**src/rtl/multicycle_controller_if.sv**
```systemverilog
// -----------------------------------------------------------------------------
// multicycle_controller_if
//
// Purpose:
//   Bundles the control-unit <-> datapath signals of the 16-bit accumulator
//   multicycle machine. The controller is the master: it consumes the
//   instruction register contents and the ALU zero flag and drives every
//   select, load enable, ALU operation and memory strobe.
//
// Signals:
//   IROut         datapath -> ctrl  instruction register contents
//   zero          datapath -> ctrl  ALU zero flag (combinational)
//   ALUOperation  ctrl -> datapath  000 AND, 001 OR, 010 ADD, 011 SUB,
//                                   110 NOT A, 101 pass A, 100 pass B
//   PCSrc         ctrl -> datapath  00 ALU result, 01 branch, 10 jump target
//   ALUSrcB       ctrl -> datapath  00 B reg, 01 const 1, 10 sext IR[11:0]
//   ALUSrcA       ctrl -> datapath  0 PC, 1 A register (R0)
//   PCLoad, IOrD, IRWrite, RegDst, MemToReg, RegWrite, MemRead, MemWrite
//                 ctrl -> datapath  load enables / selects / strobes
//   halted        ctrl -> datapath  illegal-instruction halt status
//
// Modports:
//   master  control unit side
//   slave   datapath side
// -----------------------------------------------------------------------------
interface multicycle_controller_if #(
  parameter int INSTR_W = 16
);

  logic [INSTR_W-1:0] IROut;
  logic               zero;
  logic [2:0]         ALUOperation;
  logic [1:0]         PCSrc;
  logic [1:0]         ALUSrcB;
  logic               ALUSrcA;
  logic               PCLoad;
  logic               IOrD;
  logic               IRWrite;
  logic               RegDst;
  logic               MemToReg;
  logic               RegWrite;
  logic               MemRead;
  logic               MemWrite;
  logic               halted;

  modport master (
    input  IROut,
    input  zero,
    output ALUOperation,
    output PCSrc,
    output ALUSrcB,
    output ALUSrcA,
    output PCLoad,
    output IOrD,
    output IRWrite,
    output RegDst,
    output MemToReg,
    output RegWrite,
    output MemRead,
    output MemWrite,
    output halted
  );

  modport slave (
    output IROut,
    output zero,
    input  ALUOperation,
    input  PCSrc,
    input  ALUSrcB,
    input  ALUSrcA,
    input  PCLoad,
    input  IOrD,
    input  IRWrite,
    input  RegDst,
    input  MemToReg,
    input  RegWrite,
    input  MemRead,
    input  MemWrite,
    input  halted
  );

endinterface

```
**src/rtl/multicycle_controller.sv**
```systemverilog
// -----------------------------------------------------------------------------
// multicycle_controller
//
// Purpose:
//   Moore FSM control unit for the 16-bit accumulator-style multicycle
//   datapath. R0 is the accumulator. Instruction format:
//     IR[15:12] opcode, IR[11:0] address/immediate,
//     IR[11:9]  register index, IR[8:0] one-hot TYPEC function field.
//   Outputs depend only on the current state and IR (plus the zero flag,
//   which gates PCLoad in the branch state).
//
// Ports:
//   clk  rising-edge clock
//   rst  synchronous, active-low reset (rst==0 resets). While low, every
//        enable/strobe, select and halted is forced to 0 combinationally.
//   bus  multicycle_controller_if.master (IROut, zero in; controls out)
//
// Parameters:
//   INSTR_W  instruction width; only 16 is supported.
//
// Build option:
//   ILLEGAL_TRAP_EN  when defined, an illegal opcode or TYPEC function seen
//                    in ID enters a HALT state (halted=1, no enables) that
//                    is left only through reset. When undefined, illegal
//                    instructions retire as a NOP and halted is tied to 0.
// -----------------------------------------------------------------------------
module multicycle_controller #(
  parameter int INSTR_W = 16
) (
  input  logic                     clk,
  input  logic                     rst,
  multicycle_controller_if.master  bus
);

  if (INSTR_W != 16) begin : g_width_check
    $error("multicycle_controller supports INSTR_W == 16 only");
  end

  localparam logic [3:0] OP_LOAD  = 4'b0000;
  localparam logic [3:0] OP_STORE = 4'b0001;
  localparam logic [3:0] OP_JUMP  = 4'b0010;
  localparam logic [3:0] OP_BRZ   = 4'b0100;
  localparam logic [3:0] OP_TYPEC = 4'b1000;
  localparam logic [3:0] OP_ADDI  = 4'b1100;
  localparam logic [3:0] OP_SUBI  = 4'b1101;
  localparam logic [3:0] OP_ANDI  = 4'b1110;
  localparam logic [3:0] OP_ORI   = 4'b1111;

  localparam logic [8:0] FN_MOVETO   = 9'h001;
  localparam logic [8:0] FN_MOVEFROM = 9'h002;
  localparam logic [8:0] FN_ADD      = 9'h004;
  localparam logic [8:0] FN_SUB      = 9'h008;
  localparam logic [8:0] FN_AND      = 9'h010;
  localparam logic [8:0] FN_OR       = 9'h020;
  localparam logic [8:0] FN_NOT      = 9'h040;
  localparam logic [8:0] FN_NOP      = 9'h080;

  localparam logic [2:0] ALU_AND   = 3'b000;
  localparam logic [2:0] ALU_OR    = 3'b001;
  localparam logic [2:0] ALU_ADD   = 3'b010;
  localparam logic [2:0] ALU_SUB   = 3'b011;
  localparam logic [2:0] ALU_PASSB = 3'b100;
  localparam logic [2:0] ALU_PASSA = 3'b101;
  localparam logic [2:0] ALU_NOTA  = 3'b110;

`ifdef ILLEGAL_TRAP_EN
  typedef enum logic [3:0] {
    S_IF, S_ID, S_MRD, S_LWB, S_MWR, S_JMP, S_BRZ, S_IEX, S_CEX, S_WB, S_HALT
  } state_t;
  localparam state_t ILLEGAL_NEXT = S_HALT;
`else
  typedef enum logic [3:0] {
    S_IF, S_ID, S_MRD, S_LWB, S_MWR, S_JMP, S_BRZ, S_IEX, S_CEX, S_WB
  } state_t;
  // Without the trap, an illegal instruction simply retires like a NOP.
  localparam state_t ILLEGAL_NEXT = S_IF;
`endif

  state_t state;
  state_t state_n;

  logic [3:0] opcode;
  logic [8:0] func;
  logic       func_onehot;
  logic       func_exec;
  logic       func_nop;

  logic [2:0] alu_op;
  logic [1:0] pc_src;
  logic [1:0] alu_src_b;
  logic       alu_src_a;
  logic       pc_load;
  logic       i_or_d;
  logic       ir_write;
  logic       reg_dst;
  logic       mem_to_reg;
  logic       reg_write;
  logic       mem_read;
  logic       mem_write;
  logic       halt_flag;

  // ALU operation for the register-register TYPEC functions.
  function automatic logic [2:0] typec_alu_op(input logic [8:0] f);
    case (f)
      FN_MOVETO:   return ALU_PASSA;
      FN_MOVEFROM: return ALU_PASSB;
      FN_ADD:      return ALU_ADD;
      FN_SUB:      return ALU_SUB;
      FN_AND:      return ALU_AND;
      FN_OR:       return ALU_OR;
      FN_NOT:      return ALU_NOTA;
      default:     return ALU_AND;
    endcase
  endfunction

  // Immediate ops are the four opcodes 11xx; the low two bits select the op.
  function automatic logic [2:0] imm_alu_op(input logic [1:0] sel);
    case (sel)
      2'b00:   return ALU_ADD;
      2'b01:   return ALU_SUB;
      2'b10:   return ALU_AND;
      default: return ALU_OR;
    endcase
  endfunction

  assign opcode = bus.IROut[INSTR_W-1 -: 4];
  assign func   = bus.IROut[8:0];

  // Exactly one function bit: non-zero and clearing the lowest set bit
  // leaves nothing behind.
  assign func_onehot = (func != 9'd0) && ((func & (func - 9'd1)) == 9'd0);
  // Bit 8 carries no function and bit 7 (NOP) needs no execute phase.
  assign func_exec   = func_onehot && !func[8] && !func[7];
  assign func_nop    = (func == FN_NOP);

  always_ff @(posedge clk) begin
    if (!rst) begin
      state <= S_IF;
    end else begin
      state <= state_n;
    end
  end

  always_comb begin
    state_n    = state;
    alu_op     = ALU_AND;
    pc_src     = 2'b00;
    alu_src_b  = 2'b00;
    alu_src_a  = 1'b0;
    pc_load    = 1'b0;
    i_or_d     = 1'b0;
    ir_write   = 1'b0;
    reg_dst    = 1'b0;
    mem_to_reg = 1'b0;
    reg_write  = 1'b0;
    mem_read   = 1'b0;
    mem_write  = 1'b0;
    halt_flag  = 1'b0;

    case (state)
      // Fetch: read memory at PC into IR while PC <- PC + 1.
      S_IF: begin
        mem_read  = 1'b1;
        ir_write  = 1'b1;
        alu_src_b = 2'b01;
        alu_op    = ALU_ADD;
        pc_load   = 1'b1;
        state_n   = S_ID;
      end

      S_ID: begin
        case (opcode)
          OP_LOAD:  state_n = S_MRD;
          OP_STORE: state_n = S_MWR;
          OP_JUMP:  state_n = S_JMP;
          OP_BRZ:   state_n = S_BRZ;
          OP_ADDI, OP_SUBI, OP_ANDI, OP_ORI: state_n = S_IEX;
          OP_TYPEC: begin
            if (func_exec) begin
              state_n = S_CEX;
            end else if (func_nop) begin
              state_n = S_IF;
            end else begin
              state_n = ILLEGAL_NEXT;
            end
          end
          default:  state_n = ILLEGAL_NEXT;
        endcase
      end

      S_MRD: begin
        i_or_d   = 1'b1;
        mem_read = 1'b1;
        state_n  = S_LWB;
      end

      S_LWB: begin
        mem_to_reg = 1'b1;
        reg_write  = 1'b1;
        state_n    = S_IF;
      end

      // Store data path is fixed to the A register (R0).
      S_MWR: begin
        i_or_d    = 1'b1;
        mem_write = 1'b1;
        state_n   = S_IF;
      end

      S_JMP: begin
        pc_src  = 2'b10;
        pc_load = 1'b1;
        state_n = S_IF;
      end

      // R0 is passed through the ALU so zero reflects the accumulator.
      S_BRZ: begin
        alu_src_a = 1'b1;
        alu_op    = ALU_PASSA;
        pc_src    = 2'b01;
        pc_load   = bus.zero;
        state_n   = S_IF;
      end

      S_IEX: begin
        alu_src_a = 1'b1;
        alu_src_b = 2'b10;
        alu_op    = imm_alu_op(opcode[1:0]);
        state_n   = S_WB;
      end

      S_CEX: begin
        alu_src_a = 1'b1;
        alu_src_b = 2'b00;
        alu_op    = typec_alu_op(func);
        state_n   = S_WB;
      end

      // Only MOVETO targets R[IR[11:9]]; every other result lands in R0.
      S_WB: begin
        reg_write = 1'b1;
        reg_dst   = (opcode == OP_TYPEC) && (func == FN_MOVETO);
        state_n   = S_IF;
      end

`ifdef ILLEGAL_TRAP_EN
      S_HALT: begin
        halt_flag = 1'b1;
        state_n   = S_HALT;
      end
`endif

      default: state_n = S_IF;
    endcase
  end

  // Reset masks every output immediately, so a reset landing mid-instruction
  // can never produce a partial register or memory write.
  assign bus.ALUOperation = rst ? alu_op    : 3'b000;
  assign bus.PCSrc        = rst ? pc_src    : 2'b00;
  assign bus.ALUSrcB      = rst ? alu_src_b : 2'b00;
  assign bus.ALUSrcA      = rst & alu_src_a;
  assign bus.PCLoad       = rst & pc_load;
  assign bus.IOrD         = rst & i_or_d;
  assign bus.IRWrite      = rst & ir_write;
  assign bus.RegDst       = rst & reg_dst;
  assign bus.MemToReg     = rst & mem_to_reg;
  assign bus.RegWrite     = rst & reg_write;
  assign bus.MemRead      = rst & mem_read;
  assign bus.MemWrite     = rst & mem_write;
  assign bus.halted       = rst & halt_flag;

endmodule

```
**src/flat_wrapper.sv**
```systemverilog
// flat-port wrapper written by rule: the top's interface ports become plain ports
module multicycle_controller_flat 
#(
  parameter int INSTR_W = 16
)
  (clk, rst, bus_IROut, bus_zero, bus_ALUOperation, bus_PCSrc, bus_ALUSrcB, bus_ALUSrcA, bus_PCLoad, bus_IOrD, bus_IRWrite, bus_RegDst, bus_MemToReg, bus_RegWrite, bus_MemRead, bus_MemWrite, bus_halted);
  multicycle_controller_if #(.INSTR_W(INSTR_W)) bus_i ();
  input  logic clk;
  input  logic rst;
  input wire logic [$bits(bus_i.IROut)-1:0] bus_IROut;
  input wire logic [$bits(bus_i.zero)-1:0] bus_zero;
  output wire logic [$bits(bus_i.ALUOperation)-1:0] bus_ALUOperation;
  output wire logic [$bits(bus_i.PCSrc)-1:0] bus_PCSrc;
  output wire logic [$bits(bus_i.ALUSrcB)-1:0] bus_ALUSrcB;
  output wire logic [$bits(bus_i.ALUSrcA)-1:0] bus_ALUSrcA;
  output wire logic [$bits(bus_i.PCLoad)-1:0] bus_PCLoad;
  output wire logic [$bits(bus_i.IOrD)-1:0] bus_IOrD;
  output wire logic [$bits(bus_i.IRWrite)-1:0] bus_IRWrite;
  output wire logic [$bits(bus_i.RegDst)-1:0] bus_RegDst;
  output wire logic [$bits(bus_i.MemToReg)-1:0] bus_MemToReg;
  output wire logic [$bits(bus_i.RegWrite)-1:0] bus_RegWrite;
  output wire logic [$bits(bus_i.MemRead)-1:0] bus_MemRead;
  output wire logic [$bits(bus_i.MemWrite)-1:0] bus_MemWrite;
  output wire logic [$bits(bus_i.halted)-1:0] bus_halted;
  assign bus_i.IROut = bus_IROut;
  assign bus_i.zero = bus_zero;
  assign bus_ALUOperation = bus_i.ALUOperation;
  assign bus_PCSrc = bus_i.PCSrc;
  assign bus_ALUSrcB = bus_i.ALUSrcB;
  assign bus_ALUSrcA = bus_i.ALUSrcA;
  assign bus_PCLoad = bus_i.PCLoad;
  assign bus_IOrD = bus_i.IOrD;
  assign bus_IRWrite = bus_i.IRWrite;
  assign bus_RegDst = bus_i.RegDst;
  assign bus_MemToReg = bus_i.MemToReg;
  assign bus_RegWrite = bus_i.RegWrite;
  assign bus_MemRead = bus_i.MemRead;
  assign bus_MemWrite = bus_i.MemWrite;
  assign bus_halted = bus_i.halted;
  multicycle_controller #(.INSTR_W(INSTR_W)) u_core (.clk(clk), .rst(rst), .bus(bus_i));
endmodule
```
**config.mk**
```make
export PLATFORM = sky130hd
export DESIGN_NAME = multicycle_controller_flat
export DESIGN_NICKNAME = d
export VERILOG_FILES = /design/src/rtl/multicycle_controller_if.sv /design/src/rtl/multicycle_controller.sv /design/src/flat_wrapper.sv
export SDC_FILE = /design/constraint.sdc
export NUM_CORES = 1
export LEC_CHECK = 0
export ABC_AREA = 1
export CAP_MARGIN = 25
export CORE_ASPECT_RATIO = 1.25
export CORE_MARGIN = 5
export CORE_UTILIZATION = 30
export CTS_CLUSTER_DIAMETER = 30
export DETAILED_ROUTE_END_ITERATION = 10
export MAX_ROUTING_LAYER = met4
export SLEW_MARGIN = 10
export SYNTH_ARGS = -nofsm -noshare
export SYNTH_HDL_FRONTEND = slang
export SYNTH_SLANG_ARGS = --single-unit
```
**constraint.sdc**
```tcl
create_clock -name clk -period 1.5 [get_ports clk]
set_clock_uncertainty 0.05 [all_clocks]
set_input_delay 0.225 -clock clk [delete_from_list [all_inputs] [get_ports clk]]
set_output_delay 0.225 -clock clk [all_outputs]
set_load 0.03 [all_outputs]
```
* Yosys cells after proc, flatten, opt, wreduce, memory -nomap -nowiden
Cells that the tools add are included.
** Word-level totals
- Register bits :: 4
- Latch bits :: 0
- Bits in writable memories :: 0
- Bits in read-only memories :: 0
- Input bits :: 19
- Output and inout port bits :: 17
- Logic and storage cells :: 75
- Memories kept :: 0
** Operators by class
- Add/sub/neg operators :: 1
- $mul :: 0
- Divide/modulo/power cells :: 0
- Order comparisons :: 0
- Equal/unequal tests :: 25
- Shift operators :: 0
- Muxes and demuxes :: 20
- Bitwise logic cells :: 10
- Reductions and logical operators :: 18
** Operator list (count)
- $eq A4 B4 Y1 const B :: 7
- $pmux W4 S6 :: 1
- $eq A4 B3 Y1 const B :: 5
- $pmux W3 S6 :: 1
- $pmux W4 S4 :: 1
- $eq A4 B2 Y1 const B :: 3
- $pmux W3 S4 :: 1
- $reduce_or A2 Y1 :: 5
- $and A1 B1 Y1 :: 9
- $and A9 B9 Y9 :: 1
- $eq A9 B1 Y1 const B :: 1
- $eq A9 B2 Y1 const B :: 1
- $eq A9 B3 Y1 const B :: 1
- $eq A9 B4 Y1 const B :: 1
- $eq A9 B6 Y1 const B :: 1
- $eq A9 B7 Y1 const B :: 1
- $logic_not A9 Y1 :: 1
- $reduce_bool A9 Y1 :: 1
- $sub A9 B1 Y9 const B :: 1
- $eq A4 B1 Y1 const B :: 2
- $logic_not A4 Y1 :: 2
- $mux W1 :: 8
- $pmux W2 S2 :: 2
- $pmux W2 S3 :: 1
- 11 further kinds :: 16

* Longest topological paths before layout
- Word-level depth :: 9
- Gate-level depth with buffers :: 7
- Mapped depth without buffers :: 7

* Worst setup path after synthesis
Ideal clock, no wire load.
- Path kind :: register -> output
- Start :: register u_core.state[0]
- End :: output port bus_RegDst
- Arrival time :: 1.675 ns
- Data required time :: 1.225 ns
- Slack :: -0.450 ns
- Cell stages (with the launch flop) :: 7
- Buffers on the path :: 0
- Path through :: dfxtp_1 -> inv_2 -> nor2_1 -> inv_1 -> nor2_1 -> inv_1 -> nor4_1
** On the way
- Longest elaborated chain between the ends :: 3
** Ends and longest elaborated chain
- from (decl) :: RTL line multicycle_controller.sv:79 : state_t state;
- from (signal assigned) :: RTL line multicycle_controller.sv:140 : state <= state_n;
- $eq A4 B4 Y1 :: RTL line multicycle_controller.sv:160 : case (state)
- $mux W1 :: RTL line multicycle_controller.sv:160
- $and A1 B1 Y1 :: RTL line multicycle_controller.sv:266 : assign bus.RegDst = rst & reg_dst;
- to (decl) :: RTL line flat_wrapper.sv:19 : output wire logic [$bits(bus_i.RegDst)-1:0] bus_RegDst;
Every way passes these cells.

* Final worst setup path
Ends and elaborated chain as after synthesis.

==> flow_summary.yaml <==
synthesis:
  synth_seq_cells: 4
  synth_top_area_share_pct: 14.6
  synth_area_um2: 694
  synth_adder_area_share_pct: 0
  synth_area_per_cell_um2: 5.26
  synthXorXnorAreaFrac_pct: 0
  yosysWarningCount: 0
  yosysSeqAreaShare_pct: 11.5
  syn-instance-count: 132
  synth_area_leader_cell: "nand2_1"
  yosys-mux-area-fraction_pct: 0
  synthTopCellsByArea: "nand2_1 (15%), nor2_1 (13%), dfxtp_1 (12%)"
  ys_types: 26
  synth_top_family_by_area: "simple AND/OR/NAND/NOR gates"
  synthesis.nets: 151
  yosys.area_share.simple_pct: 55.3
  synth_compound_area_share_pct: 18.0
final_layout:
  top_register: "u_core.state"
  top_regs: "u_core.state x4"
  drive_gt1_share_pct: 63.4
  fillers: 197
  stdcell_area_mm2: 0.00154
  largest_reg_flops: 4
  final_cell_mix: "buf_4 (44), nand2_1 (16), nor2_1 (14)"
  fin_util_pct: 69.5
  mostFrequentLayoutCell: "buf_4"
  area_growth_pct: 121
  final_nets: 223
  n_antenna_cell: 0
floorplanning:
  ioPinCount: 36
  start_util_pct: 31.4
  die_y_um: 63.8
  core_area_mm2: 0.00221
  die_x_um: 53.0
  row_count: 19
  dieArea_mm2: 0.00338
clocking:
  cts-htree-levels: 1
  cts_buffers: 3
  cts_root_buf: "clkbuf_4"
  cts_sinks: 4
  clk_pin_slew_worst_paths_ps: 40
  cts_tree: "done"
  clk_path_buf_depth: 2
  clk-insertion-delay-late_ps: 240
setup_path:
  required_ps: 1220
  cp_slowest_cell: "dfxtp_4"
  path_common_cell: "inv_2"
  startpoint_type: "flop"
  cp_cell_sequence: "inv_6 -> nor2_4 -> inv_2 -> nor2_2 -> inv_2 -> nor4_4 -> buf_6"
  path_class: "flop to output port"
  crit_buf_inv: 4
  path_max_fanout: 4
  crit_path_max_incr_delay_ps: 380
  worstPathArrival_ps: 1420
  endpoint_kind: "output port"
  cp_top_family: "simple AND/OR/NAND/NOR gates"
global_routing:
  overflow: 0
  antenna_found_initial: 0
  track_usage_pct: 17.3
  grt_pass1_vias: 1180
  grt_first_pass_wirelength_mm: 4.49
  grt_max_degree: 9
timing:
  fin_tns_setup_ps: -1230
  whs_ps: 298
  hold_viol_final: 0
  period_share_pct: 113
  fmax_mhz: 589
  fin_ws_ps: -197
  setup_violations: 11
  slew_viol_final: 0
  rsz0062_at_grt: "yes"
  min_period_ps: 1700
outcome:
  violations: "negative setup slack"
  status: "finished with violations"
routing:
  initialDrtViolationCount: 12
  drtAntennaViolNets: 0
  drt_wl_total_mm: 2.77
  drc: 0
  drt_pass1_iterations: 4
  route.vias.total: 1093
  viasPerCell: 4.69
  post_drt_wl_per_cell_um: 11.9
placement:
  detailed_place_hpwl_mm: 2.02
  post-place-ws_ps: -426
  place_congestion: 0.853
  placed_cell_area_mm2: 0.00125
  port_buffers: 31
job:
  maxCapViolations: 0
worst_hold_path:
  hp-class: "input pin to flop"
pwr:
  ir_drop_uv: 341
  power.density_mw_per_mm2: 506
  p_leak_nw: 0.753
==> per-layer routing <==
metal	global-route usage, %	routed length, um	vias to the layer above
met5	-	0	-
met4	4.79	36	0
met3	2.09	107	4
met2	34.0	1660	31
met1	16.8	958	502
li1	-	-	556
==> worst register-to-register path: cells and delay by family (launching register included) <==
family	cells	cell delay, ps
flip-flops	1	320
buffers and inverters	2	310
AND/OR/NAND/NOR	3	500
==> through the flow <==
stage                     power [mW]  cells
after global placement         0.531    221
after detailed placement       0.534    221
after CTS                      0.744    233
after floorplan                0.343    132
after global routing           0.826    233
final                          0.778    233
==> synth_stat cells <==
cell       n
nand2_1   27
nor2_1    24
conb_1     1
o22ai_1    2
nor2_2     7
nor2_4     2
a21oi_2    1
clkbuf_1   1
buf_4      1
dfxtp_1    4
a31oi_1    2
o21bai_1   1
a21oi_1    4
nor3_2     1
clkinv_1   1
inv_2      3
inv_1     20
nand2_2    4
a21oi_4    1
o21ai_2    1
o21ai_0    6
a32oi_1    1
nor4_1     2
nor3_1     3
nand3_1   11
or2_4      1
==> path summary, 6_finish.rpt <==
kind | from | endpoint | slack, ps | cells past startpoint
hold / removal | bus_IROut[5] | u_core.state[3] | 300 | 4
setup / recovery | u_core.state[0] | bus_RegDst | -200 | 7
setup reg to reg | u_core.state[3] | u_core.state[2] | 200 | 5
hold reg to reg | u_core.state[1] | u_core.state[1] | 560 | 2
==> cell type report <==
type                       count  area, um2  area share [%]
clock buffer                   3       22.5            1.47
inverter                      24       96.3            6.27
multi-input combinational    102        712            46.3
sequential                     4       90.1            5.86
tap                           31       38.8            2.52
timing repair buffer          69        577            37.5
==> where the power goes <==
group	internal (mW)	leakage (nW)	switching [mW]	total, mW
clock network	0.0896	0.0138	0.0465	0.136
registers	0.120	0.0350	0.0219	0.142
logic	0.227	0.705	0.273	0.500
total	0.437	0.753	0.341	0.778
==> logic make-up after synthesis <==
kind of cell,count (synthesis)
other cells,1
simple gates,82
flops,4
compound gates,19
buf+inv,26
==> timing repair <==
| action | in CTS | in global routing |
|---|---|---|
| hold endpoints to repair | 0 | 0 |
| endpoints found under the setup margin | 16 | 15 |
| resized for setup | 72 | 22 |
| hold buffers | 0 | 0 |
| gates cloned | 0 | 0 |
| setup buffers | 9 | 1 |
| pin swaps | 23 | 12 |
Note: power is estimated with default switching activity, not from simulation.
